$ cat src/rtl/jk_bank_sequencer_pkg.sv
// rtl/jk_bank_sequencer_pkg.sv - shared op/state encodings and default widths
package jk_bank_sequencer_pkg;

  localparam int N_DEF      = 8;
  localparam int STEP_W_DEF = 8;

  typedef enum logic [2:0] {
    OP_HOLD   = 3'd0,
    OP_CLEAR  = 3'd1,
    OP_LOAD   = 3'd2,
    OP_CNT_UP = 3'd3,
    OP_CNT_DN = 3'd4,
    OP_SHL    = 3'd5
  } op_e;

  typedef enum logic [1:0] {
    S_IDLE = 2'd0,
    S_EXEC = 2'd1,
    S_DONE = 2'd2
  } state_e;

  // Reserved encodings collapse to HOLD so the bank never sees undefined J/K.
  function automatic op_e decode_op(input logic [2:0] raw);
    case (raw)
      3'd0, 3'd1, 3'd2, 3'd3, 3'd4, 3'd5: return op_e'(raw);
      default:                            return OP_HOLD;
    endcase
  endfunction

  // CLEAR and LOAD complete in one step regardless of the requested count.
  function automatic logic is_single_step(input op_e op);
    return (op == OP_CLEAR) || (op == OP_LOAD);
  endfunction

endpackage

$ cat src/rtl/jk_bank_sequencer.sv
// rtl/jk_bank_sequencer.sv - command-driven J/K sequencer for a JK register bank
// Ports: clk, reset (sync active-high); cmd_valid/cmd_ready handshake with
// cmd_op, cmd_data, cmd_steps; ser_in serial bit for SHL; q_in live bank state;
// j_out/k_out bank controls; busy, done (1-cycle), wrap (1-cycle) status.
module jk_bank_sequencer
  import jk_bank_sequencer_pkg::*;
#(
  parameter int N      = N_DEF,
  parameter int STEP_W = STEP_W_DEF
) (
  input  logic              clk,
  input  logic              reset,
  input  logic              cmd_valid,
  output logic              cmd_ready,
  input  logic [2:0]        cmd_op,
  input  logic [N-1:0]      cmd_data,
  input  logic [STEP_W-1:0] cmd_steps,
  input  logic              ser_in,
  input  logic [N-1:0]      q_in,
  output logic [N-1:0]      j_out,
  output logic [N-1:0]      k_out,
  output logic              busy,
  output logic              done,
  output logic              wrap
);

  state_e            state;
  op_e               op_q;
  logic [N-1:0]      data_q;
  logic [STEP_W-1:0] remaining;
  op_e               op_dec;
  logic              chain;
  logic [N-1:0]      shl_next;

  assign op_dec    = decode_op(cmd_op);
  // Gated by reset so the host never sees ready while the sequencer is held.
  assign cmd_ready = (state == S_IDLE) && !reset;
  assign shl_next  = {q_in[N-2:0], ser_in};

  always_ff @(posedge clk) begin
    if (reset) begin
      state     <= S_IDLE;
      op_q      <= OP_HOLD;
      data_q    <= '0;
      remaining <= '0;
      busy      <= 1'b0;
      done      <= 1'b0;
      wrap      <= 1'b0;
    end else begin
      done <= 1'b0;
      wrap <= 1'b0;
      case (state)
        S_IDLE: begin
          if (cmd_valid) begin
            op_q   <= op_dec;
            data_q <= cmd_data;
            if (is_single_step(op_dec)) begin
              remaining <= STEP_W'(1);
              busy      <= 1'b1;
              state     <= S_EXEC;
            end else if (cmd_steps == '0) begin
              // Nothing to do: skip EXEC so the counter can never underflow.
              remaining <= '0;
              done      <= 1'b1;
              state     <= S_DONE;
            end else begin
              remaining <= cmd_steps;
              busy      <= 1'b1;
              state     <= S_EXEC;
            end
          end
        end
        S_EXEC: begin
          if ((op_q == OP_CNT_UP) && (&q_in)) wrap <= 1'b1;
          if ((op_q == OP_CNT_DN) && !(|q_in)) wrap <= 1'b1;
          if (remaining == STEP_W'(1)) begin
            remaining <= '0;
            busy      <= 1'b0;
            done      <= 1'b1;
            state     <= S_DONE;
          end else begin
            remaining <= remaining - STEP_W'(1);
          end
        end
        S_DONE: begin
          state <= S_IDLE;
        end
        default: begin
          state <= S_IDLE;
        end
      endcase
    end
  end

  // J/K are live from q_in so each step sees the bank state it modifies.
  always_comb begin
    j_out = '0;
    k_out = '0;
    chain = 1'b1;
    if ((state == S_EXEC) && !reset) begin
      case (op_q)
        OP_CLEAR: begin
          k_out = '1;
        end
        OP_LOAD: begin
          j_out = data_q;
          k_out = ~data_q;
        end
        OP_CNT_UP: begin
          // Bit i toggles when all lower bits are 1.
          for (int i = 0; i < N; i++) begin
            j_out[i] = chain;
            k_out[i] = chain;
            chain    = chain & q_in[i];
          end
        end
        OP_CNT_DN: begin
          // Bit i toggles when all lower bits are 0.
          for (int i = 0; i < N; i++) begin
            j_out[i] = chain;
            k_out[i] = chain;
            chain    = chain & ~q_in[i];
          end
        end
        OP_SHL: begin
          j_out = shl_next;
          k_out = ~shl_next;
        end
        default: begin
          j_out = '0;
          k_out = '0;
        end
      endcase
    end
  end

endmodule
$ cat config.mk
export PLATFORM = sky130hd
export DESIGN_NAME = jk_bank_sequencer
export DESIGN_NICKNAME = d
export VERILOG_FILES = /design/src/rtl/jk_bank_sequencer_pkg.sv /design/src/rtl/jk_bank_sequencer.sv
export SDC_FILE = /design/constraint.sdc
export NUM_CORES = 1
export LEC_CHECK = 0
export ABC_AREA = 1
export CORE_MARGIN = 2
export CORE_UTILIZATION = 47
export CTS_CLUSTER_DIAMETER = 30
export DETAILED_ROUTE_END_ITERATION = 8
export PLACE_DENSITY_LB_ADDON = 0.1
export SETUP_SLACK_MARGIN = 0.1
export SYNTH_ARGS = -nofsm -noshare
export SYNTH_HDL_FRONTEND = slang
export SYNTH_SLANG_ARGS = --single-unit
export TNS_END_PERCENT = 30
$ cat constraint.sdc
create_clock -name clk -period 1.7 [get_ports clk]
set_input_delay 0.17 -clock clk [delete_from_list [all_inputs] [get_ports clk]]
set_output_delay 0.17 -clock clk [all_outputs]
set_load 0.05 [all_outputs]
==> reports/summary.txt, run 1 <==
failing checks -> negative setup slack
Worst EP required -> 1.53 ns
DIE WIDTH -> 64.4 um
internal power -> 1070 uW
Area Overhead vs Synth -> 67.2%
VDD IR max -> 0.579 mV
outcome -> complete, but fails checks
fmax -> 532 MHz
Placed Area -> 0.00253 mm^2
mean routed wirelength per cell -> 14.6 um
Reg area -> 490 um^2
first-pass GRT wire length -> 8240 um
TritonCTS buffer count -> 3
Setup crit end kind -> output port
hold_sp -> q_in[7]
Top-Level Pins -> 51
met1 usage -> 28.9%
nature of the critical path startpoint -> flop
worst slew pin tran -> 0.498 ns
filler cell count -> 210
worst hold path type -> input pin to flop
slew margin rel. -> 66.9%
Finished Layout Cells -> 394
R2R cell count -> 7
fin area -> 0.00287 mm^2
chip height -> 64.4 um
DPL Wire Length -> 3710 um
Bufs on Longest Clock Path -> 2
later-pin clock latency in the skew report -> 0.31 ns
placer congestion estimate -> 0.905
pin count of the biggest net entering global routing -> 14
Setup violations, final -> 16
commonest non-fill, non-tap cells in the layout -> nand2_1 (35), inv_1 (30), nor2_1 (30)
Setup TNS Final -> -1.80 ns
synth unique cells -> 30
Rows -> 21
starting density of the core -> 50.3%
PwrDens -> 625 mW/mm^2
Multi-input gate area -> 0.00122 mm^2
switch share -> 40.2%
CTS tree -> yes
sequential share of power -> 38.0%
layout cell share with drive strength beyond 1 -> 31.9%
Core Box Area -> 0.00342 mm^2
fin util -> 84.0%
commonest non-fill, non-tap cell in the layout -> nand2_1
final WL -> 5740 um
grt total ovfl -> 0
R2R Path End -> remaining[2]
setup ws final -> -0.181 ns
cell total after placement -> 379
vias per cell -> 5.36
post-route ant nets -> 0
Slew Viols, Final -> 0
ant diodes -> 0
Leak -> 0.00125 uW
combinational power share -> 47.9%
GR peak layer -> met2
vias in the first global route -> 1867
nets -> 383
via count of the routed design -> 2110
Cell Area, Synth -> 0.00172 mm^2
GRT Util Overall -> 24.7%
Post-CTS Hold Fix Bufs -> 0
clock sink total -> 24
Psw -> 721 uW
Tmin final -> 1.88 ns
Arr. time, crit path -> 1.71 ns
Clk network pwr share -> 14.0%
clock-pin slew on the worst setup and hold paths -> 0.13 ns
period utilization -> 111%
Min-Delay Path Depth -> 3
met3 Use GR -> 2.26%
Reg2Reg Launch Point -> remaining[1]
Die ar. -> 0.00415 mm^2
RSZ-0062 raised after global routing -> yes
GRT met2 Usage -> 47.9%
syn_nets -> 307
DRC viols -> 0
skew final -> 0.00265 ns
worst setup path category -> flop to output port
Reg2Reg Setup Slack -> 0.32 ns
port bufs -> 50
Seq/Total Area, Yosys -> 28.0%
Critical Path Fanout Max -> 6
Hold Path End -> wrap
Synth Register Bits -> 24
Synthesis Warnings -> 0
1st-pass router iterations -> 4
number of H-tree levels -> 1
initial antenna violation count -> 0
clk root buf -> clkbuf_4
synthesized netlist cell count -> 274
# Max-Cap Violations -> 0
Mapped Avg Cell Area -> 6.27 um^2
drt first-iter violations -> 165
Hold Fails Final Rpt -> 0
-- critical path, stage by stage, from the launching register on --
cell and delay, ns:
dfxtp_4 0.39, inv_4 0.08, nand2_2 0.07, nor2_4 0.20, nand2_2 0.12, o22ai_2 0.12, nor2_1 0.09, nor2_2 0.17
buf_12 0.16
-- Yosys cell counts --
master     instances  area, um^2
buf_2              3        15.0
clkbuf_1           2        7.51
nand3_1           24         120
nor2_2             1        6.26
nor3_4             1        16.3
buf_6              2        22.5
dfxtp_1           24         480
nand3_2            2        20.0
nor2_4             5        56.3
nand4_1            3        18.8
or2_1              1        6.26
a31oi_1            6        37.5
inv_1             41         154
a211oi_1           2        15.0
o22ai_1            4        25.0
inv_2              4        15.0
o21ai_0           23         115
ha_1               2        25.0
nor2_1            40         150
nand2_1           43         161
xor2_1             1        8.76
o2111ai_1          1        8.76
nand2_2            1        6.26
o21ai_2            1        8.76
o221ai_1           2        17.5
nand2_4            1        11.3
a22oi_1            4        30.0
xnor2_1            2        17.5
o21ai_1            2        10.0
a21oi_1           26         130
-- metal layers --
layer	vias to the layer above	routed length, um
met3	15	228
li1	1056	-
met4	0	125
met2	76	3030
met1	963	2350
met5	-	0
-- through the flow --
stage,setup WS (ns),hold slack (ns),total power (uW)
3_3_place_gp,-0.0780,0.455,1400
5_1_grt,-0.274,0.463,1900
2_1_floorplan,-0.120,0.295,1160
6_report,-0.181,0.435,1790
3_5_place_dp,-0.182,0.457,1410
4_1_cts,-0.113,0.411,1710
-- kinds of logic (layout without fill, tap and decap cells) --
family / after synthesis / in the layout / synth area share, %
buffers and inverters: 52 / 126 / 12.5
xor gates and xnor gates: 3 / 3 / 1.53
DFF: 24 / 24 / 28.0
AOI/OAI and AO/OA: 71 / 71 / 23.2
adders and majority gates: 2 / 2 / 1.46
and+or+nand+nor: 122 / 122 / 33.4
-- power by group through the flow --
stage	clock (uW)	sequential [uW]	combinational (uW)
floorplan	0	690	465
global placement	0	680	720
detailed placement	0	682	732
CTS	256	673	781
global route	279	689	936
finish	251	682	860
-- sequential cells by signal, summed over array words and instances, names as in the netlist --
signal,count
wrap,1
done,1
op_q,3
state,2
remaining,8
busy,1
data_q,8
-- what timing repair did --
action | 4_1_cts | 5_1_grt
setup endpoints to repair | 19 | 16
gates resized for setup | 41 | 37
setup buffers | 8 | 4
pin swaps | 11 | 18
-- final cells by class --
type | instances | share of cell area, %
Sequential cell | 24 | 17.1
Tap cell | 46 | 2.01
Multi-Input combinational cell | 198 | 42.5
Inverter | 45 | 6.36
Clock buffer | 3 | 0.785
Timing Repair Buffer | 78 | 31.3
-- worst max path at each step --
stage,start,to,slack (ns)
floorplan,op_q[0],j_out[1],-0.12
global placement,q_in[0],k_out[5],-0.08
detailed placement,q_in[0],k_out[5],-0.18
CTS,op_q[1],k_out[4],-0.11
global route,op_q[1],k_out[4],-0.27
finish,op_q[2],j_out[4],-0.18
Power figures use the tool's default switching activity.
==> run 2: changes to the inputs <==
--- a/config.mk
+++ b/config.mk
@@ -7,6 +7,9 @@
 export LEC_CHECK = 0
 export ABC_AREA = 1
+export ABC_CLOCK_PERIOD_IN_PS = 1700
+export CELL_PAD_IN_SITES_DETAIL_PLACEMENT = 0
+export CELL_PAD_IN_SITES_GLOBAL_PLACEMENT = 1
 export CORE_MARGIN = 2
-export CORE_UTILIZATION = 47
+export CORE_UTILIZATION = 32
 export CTS_CLUSTER_DIAMETER = 30
 export DETAILED_ROUTE_END_ITERATION = 8
==> constraint.sdc (replaced) <==
create_clock -name clk -period 1.7 [get_ports clk]
set_input_delay 0.34 -clock clk [delete_from_list [all_inputs] [get_ports clk]]
set_output_delay 0.34 -clock clk [all_outputs]
set_load 0.05 [all_outputs]
==> run 2 against run 1 <==
The flow still finishes with violations (negative setup slack). Wire length is 8.5% lower. Maximum frequency is 1.8% lower. Die area is 44% higher. Sequential cell count stayed put. Core utilization is 26 points lower. Cell area is 3.3% higher. Via count is 3.2% lower. Critical endpoint is now k_out[4].
==> reports/summary.txt, run 2 (synthesis results as in run 1) <==
outcome -> complete, but fails checks
failing checks -> negative setup slack
Critical Path Fanout Max -> 6 (unchanged)
worst hold path type -> flop to flop
post-route ant nets -> 0 (unchanged)
Top-Level Pins -> 51 (unchanged)
port bufs -> 50 (unchanged)
Die ar. -> 0.00597 mm^2 (+44%)
ant diodes -> 0 (unchanged)
GRT Util Overall -> 18.2% (-6.5 points)
DRC viols -> 0 (unchanged)
Placed Area -> 0.00273 mm^2 (+8.0%)
slew margin rel. -> 74.5% (+7.6 points)
Bufs on Longest Clock Path -> 2 (unchanged)
slowest CP cell -> dfxtp_2
Hold Fails Final Rpt -> 0 (unchanged)
most used cell along the critical path -> nand2_2
hold_sp -> busy
worst setup path category -> flop to output port
vias per cell -> 4.73 (-12%)
DIE WIDTH -> 77.2 um (+20%)
Leak -> 0.00127 uW (+1.9%)
mean routed wirelength per cell -> 12.2 um (-17%)
fin util -> 57.7% (-26 points)
worst-path cell chain -> inv_4, nand2_2, nor2_4, nand2_2, o22ai_2, nor2_1, nor2_2, buf_12
Tmin final -> 1.92 ns (+0.0351 ns)
commonest non-fill, non-tap cell in the layout -> buf_4
buffer and inverter count on the worst path -> 2 (unchanged)
period utilization -> 113% (+2.1 points)
placer congestion estimate -> 0.828 (-8.4%)
fin area -> 0.00297 mm^2 (+3.3%)
critical path endpoint -> k_out[4]
VDD IR max -> 0.349 mV (-40%)
Rows -> 26 (+24%)
Reg2Reg Setup Slack -> -0.11 ns (-0.43 ns)
TritonCTS buffer count -> 3 (unchanged)
Hold WS -> 0.474 ns (+0.0393 ns)
Worst EP required -> 1.36 ns (-0.17 ns)
later-pin clock latency in the skew report -> 0.26 ns (-0.05 ns)
nature of the critical path startpoint -> flop
layout cell share with drive strength beyond 1 -> 33.4% (+1.5 points)
initial antenna violation count -> 0 (unchanged)
Setup crit end kind -> output port
commonest non-fill, non-tap cells in the layout -> buf_4 (41), nand2_1 (37), inv_1 (32)
clock sink total -> 24 (unchanged)
final WL -> 5250 um (-8.5%)
CP peak stage delay -> 0.35 ns (-0.04 ns)
R2R Path End -> wrap
Setup violations, final -> 17 (+1)
grt total ovfl -> 0 (unchanged)
skew final -> 0.00322 ns (+0.000572 ns)
first-pass GRT wire length -> 8940 um (+8.5%)
vias in the first global route -> 1921 (+2.9%)
starting density of the core -> 33.4% (-17 points)
Arr. time, crit path -> 1.58 ns (-0.13 ns)
RSZ-0062 raised after global routing -> yes
R2R cell count -> 11 (+4)
Levels on crit path -> 8 (unchanged)
CTS tree -> yes
Reg2Reg Launch Point -> op_q[0]
chip height -> 77.2 um (+20%)
Slew Viols, Final -> 0 (unchanged)
worst slew pin tran -> 0.378 ns (-0.120 ns)
1st-pass router iterations -> 4 (unchanged)
dpl ws -> -0.413 ns (-0.230 ns)
Top delay family on crit path -> simple AND/OR/NAND/NOR gates
Area Overhead vs Synth -> 72.7%
clk root buf -> clkbuf_8
# Max-Cap Violations -> 0 (unchanged)
setup ws final -> -0.216 ns (-0.0351 ns)
pin count of the biggest net entering global routing -> 18 (+4)
Critical Path Start -> op_q[2]
Core Box Area -> 0.00514 mm^2 (+50%)
DPL Wire Length -> 4190 um (+13%)
number of H-tree levels -> 1 (unchanged)
nets -> 397 (+3.7%)
Largest regs -> data_q: 8 flops, remaining: 8 flops, op_q: 3 flops
PwrDens -> 627 mW/mm^2 (+0.35%)
via count of the routed design -> 2043 (-3.2%)
drt first-iter violations -> 52 (-68%)
clock-pin slew on the worst setup and hold paths -> 0.08 ns (-0.05 ns)
fmax -> 522 MHz (-1.8%)
run 2: cell count changes in the layout (fill, tap and decap cells not counted), moves of 2 or more:
cell / change
clkdlybuf4s50_1: -4
o21ai_2: -3
inv_4: -2
inv_1: +2
nand2_4: -2
clkdlybuf4s15_1: +2
clkbuf_8: +3
nor2_4: -2
o21ai_0: +2
nand2_1: +2
clkbuf_4: -3
nor2_2: +2
buf_4: +16
run 2: layout make-up:
type	instances	area [um^2]
inverter	45	174
fill	525	2170
tap	70	87.6
timing repair buffer	92	997
clock buffer	3	41.3
multi-input combinational	198	1180
sequential	24	487
run 2: timing repair:
action / 4_1_cts / 5_1_grt
pin swaps: 17 / 5
endpoints found under the setup margin: 17 / 18
hold buffers: 0 / 0
buffers inserted: 9 / 2
gates resized for setup: 40 / 12
run 2: how the worst min path moves through the flow:
stage | end | slack (ns) | cells past startpoint
global placement | busy | 0.45 | 2
detailed placement | busy | 0.46 | 2
finish | busy | 0.47 | 2
floorplan | data_q[4] | 0.44 | 2
global route | busy | 0.50 | 2
CTS | busy | 0.48 | 2
run 2: report_power, final:
group,total (uW),internal [uW],switching [uW]
combinational,850,370,481
clock,330,158,172
sequential,678,628,50.2
run 2: worst reg2reg max path, delay by kind of cell (launching register included):
kind | cells | cell delay (ns)
AND/OR/NAND/NOR | 2 | 0.27
AO/OA/AOI/OAI | 1 | 0.11
flip-flops | 1 | 0.37
buffers and inverters | 8 | 1.01
run 2: through the flow:
| step | TNS, ns | power [uW] | std cells |
|---|---|---|---|
| final | -3.03 | 1860 | 432 |
| after global routing | -4.92 | 2010 | 432 |
| after CTS | -2.98 | 1860 | 430 |
| after detailed placement | -4.86 | 1490 | 418 |
| after global placement | -4.78 | 1490 | 418 |
| after floorplan | -0.0647 | 1170 | 274 |
run 2: routing by layer:
layer,wire (um),vias to the layer above,global-route usage [%]
met5,0,-,0
met4,83,0,5.54
met3,168,9,2.12
met2,2670,44,32.5
met1,2330,908,22.8
li1,-,1082,-
==> run 3: changes to the inputs <==
CTS_CLUSTER_SIZE = 14   (was not set)
GPL_ROUTABILITY_DRIVEN = 0   (was not set)
==> results of run 3 <==
No change in the layout: final DEF, timing and power equal those of run 2.
